[config.mk]
export PLATFORM = sky130hd
export DESIGN_NAME = rgb_pwm_fader
export DESIGN_NICKNAME = d
export VERILOG_FILES = /design/src/rtl/rgb_pwm_fader_pkg.sv /design/src/rtl/rgb_pwm_fader_channel.sv /design/src/rtl/rgb_pwm_fader.sv
export SDC_FILE = /design/constraint.sdc
export NUM_CORES = 1
export LEC_CHECK = 0
export BUFFER_PORTS_ARGS = -buffer_cell sky130_fd_sc_hd__buf_2
export CAP_MARGIN = 20
export CELL_PAD_IN_SITES_DETAIL_PLACEMENT = 1
export CELL_PAD_IN_SITES_GLOBAL_PLACEMENT = 1
export CORE_MARGIN = 10
export CORE_UTILIZATION = 48
export CTS_BUF_LIST = sky130_fd_sc_hd__clkbuf_4
export DETAILED_ROUTE_END_ITERATION = 12
export PLACE_DENSITY = 0.87
export RECOVER_POWER = 50
export REMOVE_ABC_BUFFERS = 1
export SYNTH_ARGS = -nofsm -noshare
export SYNTH_HDL_FRONTEND = slang
export SYNTH_SLANG_ARGS = --single-unit
[constraint.sdc]
create_clock -name i_clk -period 4.78 [get_ports i_clk]
set_clock_uncertainty 0.15 [all_clocks]
set_input_delay 0.478 -clock i_clk [delete_from_list [all_inputs] [get_ports i_clk]]
set_output_delay 0.478 -clock i_clk [all_outputs]
set_load 0.005 [all_outputs]
[src/rtl/rgb_pwm_fader_pkg.sv]
// Shared constants and the one-step ramp helper used by the RGB PWM fader.
package rgb_pwm_fader_pkg;

  localparam int              PWM_WIDTH        = 8;
  localparam logic [7:0]      PWM_LAST         = 8'd254;
  localparam int              DEFAULT_PRESCALE = 4;
  localparam int              DEFAULT_FADE_DIV = 16;

  // Moves a brightness level one unit toward its target; never wraps.
  function automatic logic [PWM_WIDTH-1:0] stepToward(
    input logic [PWM_WIDTH-1:0] cur,
    input logic [PWM_WIDTH-1:0] tgt
  );
    logic [PWM_WIDTH-1:0] res;
    res = cur;
    if (cur < tgt) begin
      res = cur + 1'b1;
    end else if (cur > tgt) begin
      res = cur - 1'b1;
    end
    return res;
  endfunction

endpackage

[src/rtl/rgb_pwm_fader_channel.sv]
// One colour channel: current level, ramp step, period-aligned duty latch and
// the registered PWM comparator.
module pwm_channel
  import rgb_pwm_fader_pkg::*;
(
  input  logic                 clk_i,
  input  logic                 rst_i,
  input  logic                 boundary_i,
  input  logic                 fadeStep_i,
  input  logic                 fadeEn_i,
  input  logic [PWM_WIDTH-1:0] target_i,
  input  logic [PWM_WIDTH-1:0] pwmCnt_i,
  output logic                 pwm_o,
  output logic                 differs_o
);

  logic [PWM_WIDTH-1:0] current_q, current_d;
  logic [PWM_WIDTH-1:0] duty_q, duty_d;
  logic                 pwm_q, pwm_d;

  // Duty only reloads at a boundary so a running period is never disturbed.
  always_comb begin
    current_d = current_q;
    duty_d    = duty_q;
    if (boundary_i) begin
      if (!fadeEn_i) begin
        current_d = target_i;
      end else if (fadeStep_i) begin
        current_d = stepToward(current_q, target_i);
      end
      duty_d = current_d;
    end
    pwm_d = (pwmCnt_i < duty_q);
  end

  always_ff @(posedge clk_i) begin
    if (rst_i) begin
      current_q <= '0;
      duty_q    <= '0;
      pwm_q     <= 1'b0;
    end else begin
      current_q <= current_d;
      duty_q    <= duty_d;
      pwm_q     <= pwm_d;
    end
  end

  assign pwm_o     = pwm_q;
  assign differs_o = (current_q != target_i);

endmodule

[src/rtl/rgb_pwm_fader.sv]
// Three-channel RGB PWM driver with optional linear fading toward targets.
// Shared timebase (prescaler, period counter, fade divider) lives here.
module rgb_pwm_fader
  import rgb_pwm_fader_pkg::*;
#(
  parameter int PRESCALE = DEFAULT_PRESCALE,
  parameter int FADE_DIV = DEFAULT_FADE_DIV
) (
  input  logic                 i_clk,
  input  logic                 i_rst,
  input  logic [PWM_WIDTH-1:0] i_red_target,
  input  logic [PWM_WIDTH-1:0] i_green_target,
  input  logic [PWM_WIDTH-1:0] i_blue_target,
  input  logic                 i_fade_en,
  output logic                 o_pwm_red,
  output logic                 o_pwm_green,
  output logic                 o_pwm_blue,
  output logic                 o_busy,
  output logic                 o_period_start
);

  localparam logic [15:0] PRESCALE_LAST = 16'(PRESCALE - 1);
  localparam logic [15:0] FADE_LAST     = 16'(FADE_DIV - 1);

  logic [15:0]          prescaleCnt_q, prescaleCnt_d;
  logic [PWM_WIDTH-1:0] pwmCnt_q, pwmCnt_d;
  logic [15:0]          fadeCnt_q, fadeCnt_d;
  logic                 periodStart_q, busy_q;
  logic                 tick, boundary, fadeStep;

  logic [2:0][PWM_WIDTH-1:0] targetVec;
  logic [2:0]                pwmVec;
  logic [2:0]                differsVec;

  // A fade step is the boundary on which the fade divider wraps.
  always_comb begin
    tick          = (prescaleCnt_q == PRESCALE_LAST);
    boundary      = tick && (pwmCnt_q == PWM_LAST);
    fadeStep      = boundary && (fadeCnt_q == FADE_LAST);
    prescaleCnt_d = tick ? '0 : prescaleCnt_q + 16'd1;
    pwmCnt_d      = pwmCnt_q;
    fadeCnt_d     = fadeCnt_q;
    if (tick) begin
      pwmCnt_d = (pwmCnt_q == PWM_LAST) ? '0 : pwmCnt_q + 1'b1;
    end
    if (boundary) begin
      fadeCnt_d = (fadeCnt_q == FADE_LAST) ? '0 : fadeCnt_q + 16'd1;
    end
  end

  always_ff @(posedge i_clk) begin
    if (i_rst) begin
      prescaleCnt_q <= '0;
      pwmCnt_q      <= '0;
      fadeCnt_q     <= '0;
      periodStart_q <= 1'b0;
      busy_q        <= 1'b0;
    end else begin
      prescaleCnt_q <= prescaleCnt_d;
      pwmCnt_q      <= pwmCnt_d;
      fadeCnt_q     <= fadeCnt_d;
      periodStart_q <= boundary;
      busy_q        <= |differsVec;
    end
  end

  assign targetVec = {i_blue_target, i_green_target, i_red_target};

  for (genvar ch = 0; ch < 3; ch++) begin : g_channel
    pwm_channel u_channel (
      .clk_i      (i_clk),
      .rst_i      (i_rst),
      .boundary_i (boundary),
      .fadeStep_i (fadeStep),
      .fadeEn_i   (i_fade_en),
      .target_i   (targetVec[ch]),
      .pwmCnt_i   (pwmCnt_q),
      .pwm_o      (pwmVec[ch]),
      .differs_o  (differsVec[ch])
    );
  end

  assign o_pwm_red      = pwmVec[0];
  assign o_pwm_green    = pwmVec[1];
  assign o_pwm_blue     = pwmVec[2];
  assign o_busy         = busy_q;
  assign o_period_start = periodStart_q;

endmodule

==> results of run 1 <==
## metrics by stage
stage               power (mW)  cells
floorplan               0.6416    578
global placement        0.6809    747
detailed placement      0.6857    747
CTS                      1.125    763
global route             1.165    766
finish                   1.118    766
## layer usage
metal  track usage [%]  vias to the layer above  wire length (um)
li1                  -                     2229                 -
met2             35.58                       78              7330
met1             22.99                     2286              6186
met4             8.247                        0               308
met5                 0                        -                 0
met3             2.433                       28               392
## critical path, cell delays in order (launching register included)
cell	delay [ns]
dfxtp_1	0.47
ha_1	0.27
and3_1	0.19
a221o_1	0.39
a21oi_1	0.24
inv_1	0.21
ha_1	0.33
a21oi_1	0.22
o211ai_1	0.15
o41ai_1	0.44
xor2_1	0.29
a2bb2oi_1	0.21
o22ai_1	0.11
## how the worst max path moves through the flow
stage,endpoint,depth (start not counted)
3_5_place_dp,g_channel[1].u_channel.duty_q[7],13
3_3_place_gp,g_channel[1].u_channel.duty_q[7],13
2_1_floorplan,g_channel[1].u_channel.duty_q[7],12
6_report,g_channel[2].u_channel.duty_q[7],12
5_1_grt,g_channel[2].u_channel.duty_q[7],12
4_1_cts,g_channel[0].u_channel.current_q[7],12
## area by class of cell
type                       count  area (um^2)
fill                        1273         4783
multi-input combinational    456         3407
sequential                    69         1381
inverter                      53        198.9
timing repair buffer          36        178.9
tap                          136        170.2
clock inverter                 7        90.09
clock buffer                   9        67.56
## placed cells by master, fill, tap and decap left out, types with 10 or more instances in the layout
master and n:
a21oi_1 34, buf_2 28, nand3_1 24, nand4_1 14, inv_1 52, xnor2_1 21, nand2_1 28, o21ai_0 27
and3_1 10, ha_1 70, nor3_1 15, xor2_1 24, a21o_1 11, nor2_1 56, a211oi_1 20, dfxtp_1 69
## power by group
part	internal [mW]	switching (mW)	total [mW]	leakage, nW
Combinational	0.0311	0.0568	0.0879	1.63
Sequential	0.579	0.00680	0.586	0.556
Clock	0.209	0.235	0.444	0.0833
Total	0.819	0.299	1.12	2.27
## registers in the layout (all words and copies together), names as in the netlist
| signal | count |
|---|---|
| fadeCnt_q | 16 |
| g_channel.u_channel.current_q | 8 |
| g_channel.u_channel.duty_q | 16 |
| g_channel.u_channel.pwm_o | 3 |
| o_busy | 1 |
| o_period_start | 1 |
| prescaleCnt_q | 16 |
| pwmCnt_q | 8 |
## kinds of logic after synthesis
group           after synthesis  synth area share, %
mux                           7                1.385
simple gates                181                19.19
fa+ha+maj                    73                18.50
flops                        69                27.31
compound gates              150                20.58
buf+inv                      68                5.244
xor+xnor                     45                7.791
==> results.json, run 1 <==
{
  "worstSetupEndpointType": "register",
  "fmax_mhz": 263.3,
  "die_y_um": 122.7,
  "postCtsSetupBuffers": 0,
  "ys_warn_count": 0,
  "wire_per_inst_um": 18.56,
  "cts_sinks": 69,
  "grt_pass1_vias": 5082,
  "postSynthCellCount": 593,
  "fin_ws_ns": 0.9824,
  "grt_max_degree": 47,
  "utilization_pct": 53.46,
  "antenna_found_initial": 0,
  "p_leak_nw": 2.274,
  "hpwl_mm": 10.62,
  "synth_top_cell_by_area": "dfxtp_1",
  "antenna_left": 0,
  "synth-async-reset-ratio_pct": 0,
  "postCtsResizedCells": 0,
  "synth_ff_type": "dfxtp_1",
  "min_to": "g_channel[0].u_channel.current_q[3]",
  "ir_drop_v": 0.0001330,
  "antenna_cells": 0,
  "setup_viol": 0,
  "drt_iter0_drc": 161,
  "critPathLaunch": "g_channel[2].u_channel.duty_q[1]",
  "max-cap-violations": 0,
  "port_buffers": 31,
  "fin_tns_setup_ns": 0,
  "rows": 37,
  "synth_common_cells": "70 x ha_1, 69 x dfxtp_1, 56 x nor2_1",
  "power_density_mw_per_mm2": 203.6,
  "finalCriticalPeriod_ns": 3.798,
  "drv_slew": 0,
  "hp-class": "primary input to register",
  "grt_overflow": 0,
  "clk_pin_slew_worst_paths_ns": 0.13,
  "critPathLaunchType": "register",
  "viasPerCell": 6.033,
  "rrSetupSlack_ns": 0.98,
  "seq_area_frac_synth_pct": 27.31,
  "outcome": "completed",
  "drtPass1Iterations": 5,
  "cts_max_level": 3,
  "clk_latency_ns": 0.45,
  "worst_pin_slew_ns": 0.7707,
  "slew_headroom_pct": 48.62,
  "ys_seq_elements": 69,
  "crit_fanout": 8,
  "yosysMostFrequentCell": "ha_1",
  "reg2regPathDepth": 12,
  "cts.path.max_buffers": 2,
  "dieArea_mm2": 0.01505,
  "crit_arrival_ns": 3.98,
  "areaGrowthSynthToFinish_pct": 8.607,
  "start_util_pct": 49.22,
  "syn_area_per_cell_um2": 8.531,
  "grt_pass1_wl_mm": 24.36,
  "wirelength_mm": 14.22,
  "hold_start": "i_red_target[3]",
  "cts_made_buffers": 9,
  "drc": 0,
  "rsz0062_at_grt": "false",
  "netlist.area_leader.share_pct": 27.31,
  "io_pins": 32,
  "core_area_mm2": 0.01028,
  "critical_path_class": "register to register",
  "hold_depth": 3,
  "reg2reg_from": "g_channel[2].u_channel.duty_q[1]",
  "placed_area_mm2": 0.005333,
  "grt_use_total_pct": 19.74,
  "via_count": 4621,
  "dieWidth_um": 122.7,
  "crit_required_ns": 4.96,
  "reg2reg_to": "g_channel[2].u_channel.duty_q[7]",
  "synth_area_mm2": 0.005059,
  "hold_buffers": 0,
  "drive_gt1_share_pct": 10.63,
  "finalCritPeriodShare_pct": 79.45,
  "gp_congestion": 0.8493,
  "synth_cell_types": 62,
  "cts_tree": "built",
  "hold_viol": 0,
  "synth_edf_count": 0,
  "cts_root_buf": "clkbuf_4",
  "place_ws_ns": 0.6526,
  "final_area_mm2": 0.005494,
  "fin_nets": 725,
  "synthTopCellsByArea": "dfxtp_1 27%, ha_1 17%, nor2_1 4.2%",
  "fin_hold_ws_ns": 0.1761
}
Power figures use the tool's default switching activity.
==> run 2, diff against run 1 <==
--- a/config.mk
+++ b/config.mk
@@ -5,15 +5,16 @@
 export SDC_FILE = /design/constraint.sdc
 export NUM_CORES = 1
 export LEC_CHECK = 0
+export ABC_AREA = 1
 export BUFFER_PORTS_ARGS = -buffer_cell sky130_fd_sc_hd__buf_2
 export CAP_MARGIN = 20
 export CELL_PAD_IN_SITES_DETAIL_PLACEMENT = 1
 export CELL_PAD_IN_SITES_GLOBAL_PLACEMENT = 1
 export CORE_MARGIN = 10
-export CORE_UTILIZATION = 48
+export CORE_UTILIZATION = 42
 export CTS_BUF_LIST = sky130_fd_sc_hd__clkbuf_4
 export DETAILED_ROUTE_END_ITERATION = 12
-export PLACE_DENSITY = 0.87
+export PLACE_DENSITY = 0.85
 export RECOVER_POWER = 50
 export REMOVE_ABC_BUFFERS = 1
 export SYNTH_ARGS = -nofsm -noshare
==> constraint.sdc (replaced) <==
create_clock -name i_clk -period 3.37 [get_ports i_clk]
set_clock_uncertainty 0.15 [all_clocks]
set_input_delay 0.337 -clock i_clk [delete_from_list [all_inputs] [get_ports i_clk]]
set_output_delay 0.337 -clock i_clk [all_outputs]
set_load 0.005 [all_outputs]
==> run 2 against run 1 <==
  * Clock power grew 27%
  * Setup slack lost 0.69 ns
  * Via count grew 16%
  * Synthesized cell count grew 37%
  * Die area grew 20%
  * Critical path type unchanged
  * Largest power group unchanged
==> results.json, run 2 <==
{
  "hp-class": "primary input to register",
  "synth_top_family_by_area": "simple AND/OR/NAND/NOR gates",
  "dieArea_mm2": 0.01807,
  "fin_hold_ws_ns": 0.07206,
  "crit_required_ns": 3.58,
  "areaGrowthSynthToFinish_pct": 7.647,
  "drc": 0,
  "layout_common_cells": "151 x nand2_1, 112 x inv_1, 103 x nor2_1",
  "p_seq_share_pct": 54.6,
  "yosys.area_share.simple_pct": 32.66,
  "critPathLaunchType": "register",
  "ys_seq_elements": 69,
  "met2_length_mm": 7.019,
  "hpwl_mm": 11.83,
  "cts.path.max_buffers": 2,
  "seq_area_frac_synth_pct": 25.13,
  "met1Wirelength_mm": 7.296,
  "postSynthCellCount": 812,
  "finalCritPeriodShare_pct": 91.47,
  "grt_pass1_wl_mm": 25.85,
  "cts_tree": "built",
  "synth_common_cells": "151 x nand2_1, 112 x inv_1, 103 x nor2_1",
  "synth_cell_types": 41,
  "power_density_mw_per_mm2": 255.3,
  "slew_headroom_pct": 36.99,
  "dp_cells": 1006,
  "path_buf_inv": 0,
  "crit_arrival_ns": 3.29,
  "crit_family": "simple AND/OR/NAND/NOR gates",
  "hold_viol": 0,
  "cts_made_buffers": 9,
  "switching_power_uw": 414.5,
  "cts_root_buf": "clkbuf_4",
  "max-cap-violations": 0,
  "postCtsResizedCells": 0,
  "path_cells": "ha_1, nand2_1, nand2_1, nand2_1, nand2_1, nand2_1, nand2_1, ha_1, a21oi_1, nand2_1, a31oi_1, xor2_1, nor2_1, nor2_1, nor2_1",
  "fin_nets": 945,
  "clock_power_share_pct": 37.3,
  "rows": 41,
  "cts_max_level": 3,
  "syn_area_per_cell_um2": 6.771,
  "highest_layer": "met4",
  "via_count": 5380,
  "grt_use_total_pct": 17.26,
  "start_util_pct": 43.21,
  "p_sw_share_pct": 27.43,
  "synthTopCellsByArea": "dfxtp_1 25%, ha_1 16%, nand2_1 10%",
  "worst_pin_slew_ns": 0.9380,
  "outcome": "completed",
  "cp_common_cell": "nand2_1",
  "gp_congestion": 0.8396,
  "postCtsSetupBuffers": 0,
  "cts_sinks": 69,
  "crit_fanout": 11,
  "io_pins": 32,
  "netlist.area_leader.share_pct": 25.13,
  "port_buffers": 31,
  "setup_viol": 0,
  "grt_pass1_vias": 5415,
  "clk_pin_slew_worst_paths_ns": 0.13,
  "layoutNonFillerInstCount": 1023,
  "largestRegisters": "fadeCnt_q: 16 flops, g_channel.u_channel.duty_q: 16 flops, prescaleCnt_q: 16 flops",
  "cp_slowest_cell": "dfxtp_1",
  "yosysMostFrequentCell": "nand2_1",
  "synth_area_mm2": 0.005498,
  "critical_path_class": "register to register",
  "wire_per_inst_um": 14.80,
  "fmax_mhz": 324.4,
  "total_power_mw": 1.511,
  "antenna_found_initial": 1,
  "grt_max_degree": 37,
  "viasPerCell": 5.259,
  "drtPass1Iterations": 4,
  "ir_drop_v": 0.0001289,
  "synthXorXnorAreaFrac_pct": 2.549,
  "drt_iter0_drc": 268,
  "fin_tns_setup_ns": 0,
  "mostFrequentLayoutCell": "nand2_1",
  "synth_compound_area_share_pct": 13.15,
  "synthAdderAreaFrac_pct": 17.02,
  "die_y_um": 134.4,
  "dieWidth_um": 134.4,
  "clk_latency_ns": 0.46,
  "synth-async-reset-ratio_pct": 0,
  "rsz0062_at_grt": "false",
  "hold_buffers": 0,
  "antenna_left": 0,
  "p_comb_share_pct": 8.1,
  "worstSetupEndpointType": "register",
  "cpPeakStageDelay_ns": 0.49,
  "internal_power_mw": 1.097,
  "synthMuxAreaShare_pct": 0,
  "wirelength_mm": 15.14,
  "met3_length_um": 620,
  "finalCriticalPeriod_ns": 3.083,
  "synth_ff_type": "dfxtp_1",
  "grt_overflow": 0,
  "drive_gt1_share_pct": 8.000,
  "drv_slew": 0,
  "synth_top_cell_by_area": "dfxtp_1",
  "core_area_mm2": 0.01272,
  "p_leak_nw": 2.751,
  "synth_edf_count": 0,
  "ys_warn_count": 0
}
run 2: worst min-delay path, cell delays in order:
cell and delay, ns:
buf_2 0.09, nand2_1 0.05, nand2_1 0.06, nor2_1 0.04, nor2_1 0.07
run 2: cell families (layout without fill, tap and decap cells):
logic type,Yosys count,in the layout
AND/OR/NAND/NOR,398,398
AO/OA/AOI/OAI,128,128
buffers and inverters,128,166
adder cells (fa/ha/maj),73,73
flip-flops,69,69
XOR/XNOR,16,16
other,0,1
run 2: path summary, 6_finish.rpt:
| kind | from | end | slack [ns] | depth (start not counted) |
|---|---|---|---|---|
| max reg2reg | g_channel[0].u_channel.current_q[1] | g_channel[0].u_channel.current_q[5] | 0.29 | 15 |
| min | i_red_target[5] | g_channel[0].u_channel.current_q[5] | 0.07 | 5 |
| min reg2reg | prescaleCnt_q[15] | prescaleCnt_q[15] | 0.32 | 2 |
| max | g_channel[0].u_channel.current_q[1] | g_channel[0].u_channel.current_q[5] | 0.29 | 15 |
run 2: per-layer routing:
| metal | vias up | GRT usage (%) |
|---|---|---|
| li1 | 2778 | - |
| met1 | 2508 | 21.82 |
| met2 | 80 | 28.41 |
| met3 | 14 | 3.771 |
| met4 | 0 | 5.562 |
| met5 | - | 0 |
run 2: cell type report:
cell class                      count  area (um^2)
Fill cell                        1769         6804
Multi-Input combinational cell    615         3578
Sequential cell                    69         1381
Inverter                          117        439.2
Tap cell                          172        215.2
Timing Repair Buffer               33        163.9
Clock buffer                       10        75.07
Clock inverter                      6        62.56
Antenna cell                        1        2.502
run 2: power by group through the flow:
stage	logic, mW	registers (mW)	clock network [mW]
after floorplan	0.0694	0.843	0
after global placement	0.122	0.843	0
after detailed placement	0.125	0.844	0
after CTS	0.125	0.825	0.593
after global routing	0.142	0.827	0.631
final	0.123	0.825	0.563
run 2: per-stage QoR:
step                worst slack, ns  utilization [%]  instance area [um^2]
detailed placement           0.2800            45.59                  5801
floorplan                    0.7744                -                  5415
global route                0.01946            46.52                  5918
CTS                          0.3274            46.68                  5938
global placement             0.3646            45.59                  5801
finish                       0.2874            46.52                  5918
==> run 3, diff against run 2 <==
--- a/config.mk
+++ b/config.mk
@@ -11,10 +11,11 @@
 export CELL_PAD_IN_SITES_DETAIL_PLACEMENT = 1
 export CELL_PAD_IN_SITES_GLOBAL_PLACEMENT = 1
 export CORE_MARGIN = 10
-export CORE_UTILIZATION = 42
+export CORE_UTILIZATION = 46
 export CTS_BUF_LIST = sky130_fd_sc_hd__clkbuf_4
+export CTS_CLUSTER_DIAMETER = 30
 export DETAILED_ROUTE_END_ITERATION = 12
-export PLACE_DENSITY = 0.85
+export PLACE_DENSITY = 0.88
 export RECOVER_POWER = 50
 export REMOVE_ABC_BUFFERS = 1
 export SYNTH_ARGS = -nofsm -noshare
==> constraint.sdc (replaced) <==
create_clock -name i_clk -period 2.9 [get_ports i_clk]
set_clock_uncertainty 0.15 [all_clocks]
set_input_delay 0.29 -clock i_clk [delete_from_list [all_inputs] [get_ports i_clk]]
set_output_delay 0.29 -clock i_clk [all_outputs]
set_load 0.005 [all_outputs]
==> run 3 against run 2 <==
  * Critical path depth did not move
  * Wire length rose by 13%
  * Clock-buffer cell count unchanged
  * Combinational power grew 26%
  * Sequential power increased by 16%
  * Power is 20% higher
  * Critical endpoint is now g_channel[0].u_channel.current_q[6]
  * Highest routed layer unchanged
==> results.json, run 3 (synthesized netlist as in run 2, its figures left out) <==
{
  "core_area_mm2": 0.01156,
  "antenna_left": 0,
  "dieWidth_um": 129.3,
  "mostFrequentLayoutCell": "nand2_1",
  "cts_max_level": 3,
  "fin_tns_setup_ns": 0,
  "cp_num_cells": 15,
  "fmax_mhz": 363.2,
  "drv_slew": 0,
  "drtPass1Iterations": 4,
  "via_count": 5706,
  "place_ws_ns": -0.03888,
  "p_comb_share_pct": 8.6,
  "wire_per_inst_um": 16.97,
  "port_buffers": 31,
  "cts_made_buffers": 9,
  "hpwl_mm": 13.19,
  "start_util_pct": 47.54,
  "finalCriticalPeriod_ns": 2.753,
  "drive_gt1_share_pct": 12.05,
  "antenna_found_initial": 0,
  "regArea_mm2": 0.001393,
  "cts_sinks": 69,
  "cp_slowest_cell": "dfxtp_1",
  "critical_path_class": "register to register",
  "slew_headroom_pct": 50.19,
  "hold_depth": 5,
  "crit_required_ns": 3.14,
  "worstSetupEndpointType": "register",
  "viasPerCell": 5.666,
  "ir_drop_v": 0.0002584,
  "multi_input_area_mm2": 0.003638,
  "crit_fanout": 6,
  "fin_ws_ns": 0.1467,
  "path_buf_inv": 2,
  "areaGrowthSynthToFinish_pct": 10.13,
  "setup_viol": 0,
  "p_sw_share_pct": 28.89,
  "hold_viol": 0,
  "crit_family": "simple AND/OR/NAND/NOR gates",
  "met2_length_mm": 8.690,
  "wirelength_mm": 17.09,
  "hp-class": "primary input to register",
  "path_cells": "ha_1, nand2_1, nor2_1, nor2_2, nand2_2, buf_4, ha_1, nand2_1, inv_1, nand4_1, nand3_1, nand2_1, nand3_1, nand4_1, a21oi_1",
  "power_density_mw_per_mm2": 299.0,
  "postCtsSetupBuffers": 0,
  "outcome": "completed",
  "drc": 0,
  "p_seq_share_pct": 53.0,
  "grt_use_total_pct": 20.73,
  "max-cap-violations": 0,
  "grt_overflow": 0,
  "layout_common_cells": "145 x nand2_1, 112 x inv_1, 100 x nor2_1",
  "dieArea_mm2": 0.01673,
  "met1Wirelength_mm": 7.525,
  "die_y_um": 129.3,
  "grt_pass1_vias": 6121,
  "total_power_mw": 1.810,
  "crit_arrival_ns": 2.99,
  "cts.path.max_buffers": 2,
  "fill_cells": 1578,
  "largestRegisters": "fadeCnt_q: 16 flops, g_channel.u_channel.duty_q: 16 flops, prescaleCnt_q: 16 flops",
  "io_pins": 32,
  "clock_power_share_pct": 38.4,
  "cts_tree": "built",
  "reg2regPathDepth": 15,
  "critPathLaunchType": "register",
  "grt_max_degree": 24,
  "drt_iter0_drc": 304,
  "internal_power_mw": 1.287,
  "gp_congestion": 0.9099,
  "cts_root_buf": "clkbuf_4",
  "fin_nets": 958,
  "cpPeakStageDelay_ns": 0.48,
  "p_leak_nw": 2.835,
  "worst_pin_slew_ns": 0.7422,
  "rows": 39,
  "met3_length_um": 630,
  "clk_latency_ns": 0.46,
  "cp_common_cell": "nand2_1",
  "highest_layer": "met4",
  "clk_pin_slew_worst_paths_ns": 0.13,
  "grt_pass1_wl_mm": 28.68,
  "finalCritPeriodShare_pct": 94.94,
  "switching_power_uw": 523.0,
  "hold_buffers": 0
}
==> run 3: cell count changes in the layout (fill, tap and decap cells not counted), moves of 2 or more <==
cell     previous run  this run
buf_4               2        13
dfxtp_1            69        60
dfxtp_2             0         9
nand2_1           151       145
ha_1               70        66
nand2_2             8        12
ha_2                0         3
nor2_1            103       100
nor2_2              3         6
buf_2              26        28
nand2_4             0         2
==> run 3: area by class of cell <==
type	instances	area share, %
tap	143	2.955
antenna	1	0.04133
inverter	117	7.254
timing repair buffer	46	4.236
clock inverter	6	1.178
sequential	69	23.00
multi-input combinational	615	60.10
clock buffer	10	1.240
==> run 3: metrics by stage <==
| stage | std cells | utilization (%) | cell area (um^2) | hold WS (ns) |
|---|---|---|---|---|
| after CTS | 1006 | 52.00 | 6013 | 0.006041 |
| after global placement | 990 | 50.69 | 5862 | 0.2798 |
| final | 1007 | 52.35 | 6055 | 0.02879 |
| after global routing | 1006 | 52.33 | 6052 | 0.03070 |
| after detailed placement | 990 | 50.69 | 5862 | 0.2985 |
| after floorplan | 801 | - | 5415 | 0.2091 |
==> run 3: worst min-delay path, cell delays in order <==
cell,delay (ns)
buf_2,0.09
nand2_1,0.05
nand2_1,0.06
nor2_1,0.03
nor2_1,0.07
==> run 3: per-layer routing <==
metal | GRT usage, % | up-vias
met5 | 0 | -
met4 | 7.358 | 0
met3 | 3.589 | 27
met2 | 37.41 | 108
met1 | 24.08 | 2770
li1 | - | 2801
==> run 3: power by group through the flow <==
stage	Sequential [mW]	Clock [mW]	Combinational, mW
floorplan	0.979	0	0.0806
global placement	0.980	0	0.143
detailed placement	0.980	0	0.152
CTS	0.960	0.716	0.156
global route	0.962	0.760	0.173
finish	0.960	0.695	0.155
==> run 3: final timing paths <==
kind	start	to	slack (ns)
setup / recovery	g_channel[0].u_channel.current_q[6]	g_channel[0].u_channel.current_q[6]	0.15
hold / removal	i_blue_target[5]	g_channel[2].u_channel.duty_q[5]	0.03
setup reg to reg	g_channel[0].u_channel.current_q[6]	g_channel[0].u_channel.current_q[6]	0.15
hold reg to reg	prescaleCnt_q[15]	prescaleCnt_q[15]	0.32
==> run 3: timing repair <==
item                                    CTS  global route
pin swaps                                 0             0
endpoints found under the setup margin    3            14
resized for setup                         2            22
hold endpoints to repair                  0             0
